===== config.mk =====
export PLATFORM = sky130hd
export DESIGN_NAME = pulpino_mailbox
export DESIGN_NICKNAME = d
export VERILOG_FILES = /design/src/rtl/pulpino_mailbox.sv
export SDC_FILE = /design/constraint.sdc
export NUM_CORES = 1
export LEC_CHECK = 0
export ABC_AREA = 1
export BUFFER_PORTS_ARGS = -buffer_cell sky130_fd_sc_hd__clkbuf_2
export CORE_ASPECT_RATIO = 0.5
export CORE_UTILIZATION = 25
export DETAILED_ROUTE_END_ITERATION = 6
export PLACE_DENSITY = 0.49
export SKIP_CTS_REPAIR_TIMING = 1
export SYNTH_ARGS = -nofsm -noshare
export SYNTH_HDL_FRONTEND = slang
export SYNTH_SLANG_ARGS = --single-unit
export TNS_END_PERCENT = 20

===== constraint.sdc =====
create_clock -name crypto_clk -period 3.42 [get_ports crypto_clk]
set_clock_uncertainty 0.1 [all_clocks]
set_input_delay 1.026 -clock crypto_clk [delete_from_list [all_inputs] [get_ports crypto_clk]]
set_output_delay 1.026 -clock crypto_clk [all_outputs]
set_load 0.02 [all_outputs]

===== src/rtl/pulpino_mailbox.sv =====
// pulpino_mailbox: host <-> processor mailbox built from two circular FIFOs
// with a toggle-handshake GPIO presenter (H2P) and capture port (P2H).
`default_nettype none

module pulpino_mailbox #(
  parameter int pDATA_WIDTH = 8,
  parameter int pDEPTH      = 16,
  parameter int pPTR_WIDTH  = 4
) (
  input  logic                   crypto_clk,
  input  logic                   reset_i,
  input  logic                   I_wr_en,
  input  logic [pDATA_WIDTH-1:0] I_wr_data,
  input  logic                   I_rd_en,
  output logic [pDATA_WIDTH-1:0] O_rd_data,
  input  logic                   I_clear_err,
  output logic [pPTR_WIDTH:0]    O_h2p_count,
  output logic [pPTR_WIDTH:0]    O_p2h_count,
  output logic                   O_h2p_full,
  output logic                   O_p2h_empty,
  output logic                   O_overflow,
  output logic                   O_underflow,
  output logic [pDATA_WIDTH-1:0] O_h2p_data,
  output logic                   O_h2p_tgl,
  input  logic                   I_h2p_ack_tgl,
  input  logic [pDATA_WIDTH-1:0] I_p2h_data,
  input  logic                   I_p2h_tgl,
  output logic                   O_p2h_ack_tgl
);

  localparam logic [pPTR_WIDTH:0]   FULL_COUNT = (pPTR_WIDTH+1)'(pDEPTH);
  localparam logic [pPTR_WIDTH-1:0] PTR_ONE    = 1;

  typedef enum logic {
    ST_IDLE     = 1'b0,
    ST_WAIT_ACK = 1'b1
  } pres_state_t;

  logic [pDATA_WIDTH-1:0] h2p_mem [pDEPTH];
  logic [pDATA_WIDTH-1:0] p2h_mem [pDEPTH];

  logic [pPTR_WIDTH-1:0] h2p_wr_ptr, h2p_rd_ptr;
  logic [pPTR_WIDTH-1:0] p2h_wr_ptr, p2h_rd_ptr;
  logic [pPTR_WIDTH:0]   h2p_count, p2h_count;
  logic [pDATA_WIDTH-1:0] h2p_data, rd_data;
  logic                   h2p_tgl, p2h_ack_tgl;
  logic                   overflow, underflow;

  logic        h2p_full, h2p_empty, p2h_full, p2h_empty;
  logic        h2p_push, h2p_pop, p2h_push, p2h_pop;
  logic        wr_err, rd_err;
  pres_state_t pres_state;
  logic [pPTR_WIDTH-1:0] p2h_head_nxt;
  logic [pPTR_WIDTH:0]   p2h_avail;

  // The presenter state is the toggle relation itself, so an ack held high
  // through reset naturally keeps the presenter waiting.
  assign pres_state = (h2p_tgl == I_h2p_ack_tgl) ? ST_IDLE : ST_WAIT_ACK;

  assign h2p_full  = (h2p_count == FULL_COUNT);
  assign h2p_empty = (h2p_count == '0);
  assign p2h_full  = (p2h_count == FULL_COUNT);
  assign p2h_empty = (p2h_count == '0);

  assign h2p_push = I_wr_en & ~h2p_full;
  assign h2p_pop  = (pres_state == ST_IDLE) & ~h2p_empty;
  assign p2h_push = (I_p2h_tgl != p2h_ack_tgl) & ~p2h_full;
  assign p2h_pop  = I_rd_en & ~p2h_empty;
  assign wr_err   = I_wr_en & h2p_full;
  assign rd_err   = I_rd_en & p2h_empty;

  // Words left in P2H once this cycle's pop is taken, before any push.
  assign p2h_avail    = p2h_count - {{pPTR_WIDTH{1'b0}}, p2h_pop};
  assign p2h_head_nxt = p2h_pop ? (p2h_rd_ptr + PTR_ONE) : p2h_rd_ptr;

  always_ff @(posedge crypto_clk) begin
    if (h2p_push) h2p_mem[h2p_wr_ptr] <= I_wr_data;
    if (p2h_push) p2h_mem[p2h_wr_ptr] <= I_p2h_data;
  end

  always_ff @(posedge crypto_clk) begin
    if (reset_i) begin
      h2p_wr_ptr  <= '0;
      h2p_rd_ptr  <= '0;
      h2p_count   <= '0;
      p2h_wr_ptr  <= '0;
      p2h_rd_ptr  <= '0;
      p2h_count   <= '0;
      h2p_data    <= '0;
      rd_data     <= '0;
      h2p_tgl     <= 1'b0;
      p2h_ack_tgl <= 1'b0;
      overflow    <= 1'b0;
      underflow   <= 1'b0;
    end else begin
      if (h2p_push) h2p_wr_ptr <= h2p_wr_ptr + PTR_ONE;
      if (h2p_pop) begin
        h2p_rd_ptr <= h2p_rd_ptr + PTR_ONE;
        h2p_data   <= h2p_mem[h2p_rd_ptr];
        h2p_tgl    <= ~h2p_tgl;
      end
      h2p_count <= h2p_count + {{pPTR_WIDTH{1'b0}}, h2p_push}
                             - {{pPTR_WIDTH{1'b0}}, h2p_pop};

      if (p2h_push) begin
        p2h_wr_ptr  <= p2h_wr_ptr + PTR_ONE;
        p2h_ack_tgl <= ~p2h_ack_tgl;
      end
      if (p2h_pop) p2h_rd_ptr <= p2h_head_nxt;
      p2h_count <= p2h_count + {{pPTR_WIDTH{1'b0}}, p2h_push}
                             - {{pPTR_WIDTH{1'b0}}, p2h_pop};

      // First-word-fall-through head: a word pushed into an otherwise empty
      // FIFO bypasses memory; an emptied FIFO keeps showing its last word.
      if (p2h_push && (p2h_avail == '0))
        rd_data <= I_p2h_data;
      else if (p2h_avail != '0)
        rd_data <= p2h_mem[p2h_head_nxt];

      overflow  <= (overflow  & ~I_clear_err) | wr_err;
      underflow <= (underflow & ~I_clear_err) | rd_err;
    end
  end

  assign O_rd_data     = rd_data;
  assign O_h2p_count   = h2p_count;
  assign O_p2h_count   = p2h_count;
  assign O_h2p_full    = h2p_full;
  assign O_p2h_empty   = p2h_empty;
  assign O_overflow    = overflow;
  assign O_underflow   = underflow;
  assign O_h2p_data    = h2p_data;
  assign O_h2p_tgl     = h2p_tgl;
  assign O_p2h_ack_tgl = p2h_ack_tgl;

endmodule

`default_nettype wire


==> run metrics <==
status finished with violations; failing checks design-rule violations; Initial Util 0.254; WL per Instance 16.9 µm; dpl ws 0.318 ns; final non-filler cell total 2023; Ys Warns 0; critical path launch point type register; largest cells by area after synthesis edfxtp_1 (58%), dfxtp_1 (7.0%), nand3_1 (6.7%); Critical R2R Launch O_p2h_count[2]; PortBufs 54; Synth Flop Type edfxtp_1; Gate Count Post-Synth 1214; met3 routed WL 1.30 mm; Die Width 327 µm; max incr delay on CP 0.48 ns; WL met1 15.2 mm; final hold violations 0; syn_nets 1265; top sig layer met4; P_leak 5.93 nW; cell taking the most area after synthesis edfxtp_1; # IOs 55; CTS buffer count 34; Comb pwr share 0.342; Synth Register Bits 302; startpoint of the worst hold path O_underflow; Worst path depth 15; Clk pwr share 0.286; Finished Cell Area 15600 µm²; Crit Path Max Fanout 17; final wirelength 34.2 mm; gr usage total 0.128; crit path from O_p2h_count[2]; share of cells above drive strength 1 0.131; Cells after DPL 1961; most frequent cell after synthesis edfxtp_1; initial antenna violation count 0; CP required 3.70 ns; hold depth 2; slowest CP cell and2_1; Pwr Density 775 nW/µm²; CP delay by family, top simple AND/OR/NAND/NOR gates; CP endpoint kind register; crit path to O_rd_data[5]; Post-DP HPWL 21.3 mm; worst relative slew slack 0.397; Cell Area, Placed 14500 µm²; Max Slew Vio Count 0; top-area cell type share of the netlist area 0.581; CTS H-tree lvls 2; worst hold margin 0.364 ns; TritonRoute pass-1 iters 7; Overflow after GRT 0; sequential area share after synthesis 0.651; Clock transition at path regs 0.06 ns; row count 59; later-pin clock latency in the skew report 0.52 ns; peak supply drop 0.000302 V; Max Cap Viol 0; fmax 0.343 GHz; mapped cell area 13200 µm²; switching portion of total power 0.367; final setup fails 0; Die Ht 165 µm; nets@finish 1347; DRT iter0 DRCs 753; Worst Tran Pin Value 0.904 ns; sink count of the clock tree 302; crit share post-route 0.851; register-to-register setup slack 0.51 ns; FFs w/ async S/R, synth 0; critical path cell sequence inv_1 > ha_1 > nand3_2 > nand2_4 > inv_4 > ha_1 > inv_1 > nand2_1 > nand2_1 > xor2_1 > nor3_1 > and2_1 > inv_1 > nand2_1 > a21oi_2; setup TNS 0 ns; WP data arrival 3.19 ns; Worst Hold Class register to register; routed wl met2 16.7 mm; CTS tree yes; remaining antenna violation count after routing 0; min cycle time layout 2.91 ns; pin count of the biggest net entering global routing 67; switching power 4.43 mW; GP Congestion 0.795; Post-synth EDFFs 256; CP bufs+invs 4; Via density 4.36; RSZ-0062 raised after global routing false; DRC 2; vias in the first global route 8711; PnR worst setup slack 0.508 ns; CORE AREA 52100 µm²; die area 53900 µm²; worst reg2reg path depth 15; Seq pwr share 0.372; first-pass GRT wire length 52.5 mm; Core Util, Final 0.299; CTS max path bufs 3; Root Driver clkbuf_16; antenna cell count 0; post-synthesis average cell area 10.9 µm²; most frequent cells after synthesis edfxtp_1 (256), nand3_1 (177), inv_1 (157); Int Power 7.63 mW; Unique masters post-synth 42; Via Count 8816; synth-to-layout area growth 17.6%; WS Path Type register to register; Overall Power 12.1 mW; reg2reg end O_rd_data[5]
## power groups by stage
stage | logic [mW] | registers (mW) | clock network, mW
after floorplan | 2.69 | 4.70 | 0
after global placement | 4.17 | 4.58 | 0
after detailed placement | 4.17 | 4.58 | 0
after CTS | 4.19 | 4.50 | 3.52
after global routing | 4.64 | 4.52 | 3.67
final | 4.12 | 4.49 | 3.45
## logic make-up after synthesis
kind of cell,after synthesis,share of synthesized area
AND/OR/NAND/NOR,509,0.177
adder cells (fa/ha/maj),28,0.0276
AO/OA/AOI/OAI,140,0.0672
XOR/XNOR,9,0.00738
flip-flops,302,0.651
buffers and inverters,226,0.0706
## flip-flops by register name, indices dropped and copies added (netlist names), 5 cells and up
register / cells
O_h2p_count: 5
h2p_mem: 128
O_h2p_data: 8
p2h_mem: 128
O_rd_data: 8
O_p2h_count: 5
## routing by layer
layer  vias to the layer above  GRT usage
li1                       4350          -
met1                      4250      0.161
met2                       152      0.222
met3                        64     0.0211
met4                         0     0.0448
met5                         -          0
## area by class of cell
type                       count  area, µm²
tap                          701        877
clock inverter                 9       43.8
clock buffer                  53        996
timing repair buffer         109        733
fill                        5448      36600
inverter                     163        614
multi-input combinational    686       3690
sequential                   302       8610
## layout by cell type (no fill, tap or decap), types with 2 or more instances in the layout
master | synthesis | final
o22ai_1 | 9 | 9
a21oi_1 | 11 | 11
a21oi_2 | 6 | 6
inv_1 | 157 | 156
nand3_2 | 2 | 2
nor3b_1 | 7 | 7
a211oi_1 | 5 | 5
nand2_2 | 2 | 2
o221ai_1 | 23 | 23
inv_2 | 2 | 3
clkbuf_2 | 0 | 54
nor3_1 | 5 | 5
xor2_1 | 6 | 6
clkinv_2 | 0 | 2
o31ai_1 | 3 | 3
xnor2_1 | 2 | 2
o21bai_1 | 2 | 2
nand2_1 | 135 | 135
nor2_1 | 139 | 139
o21ai_0 | 67 | 67
fa_1 | 2 | 2
nand3b_1 | 32 | 32
clkinvlp_4 | 0 | 2
o21a_1 | 2 | 2
clkbuf_16 | 0 | 37
clkbuf_1 | 27 | 15
buf_12 | 0 | 4
o211ai_1 | 9 | 9
ha_1 | 26 | 26
clkinv_1 | 3 | 8
nand3_1 | 177 | 177
nand2_4 | 2 | 2
buf_4 | 4 | 51
nor2_2 | 2 | 2
nor4_1 | 3 | 3
dfxtp_1 | 46 | 45
nand4_1 | 2 | 2
edfxtp_1 | 256 | 256
## how the worst min path moves through the flow
stage,endpoint
finish,O_underflow
global route,O_underflow
CTS,O_underflow
detailed placement,O_underflow
global placement,O_underflow
floorplan,h2p_wr_ptr[0]
## worst register-to-register path, delay by kind of cell (launching register included)
family          cells  cell delay (ns)
compound gates      1             0.05
flops               1             0.42
buf+inv             4             0.57
xor+xnor            1             0.13
simple gates        7             1.08
fa+ha+maj           2             0.43
(Power assumes the default switching activity.)
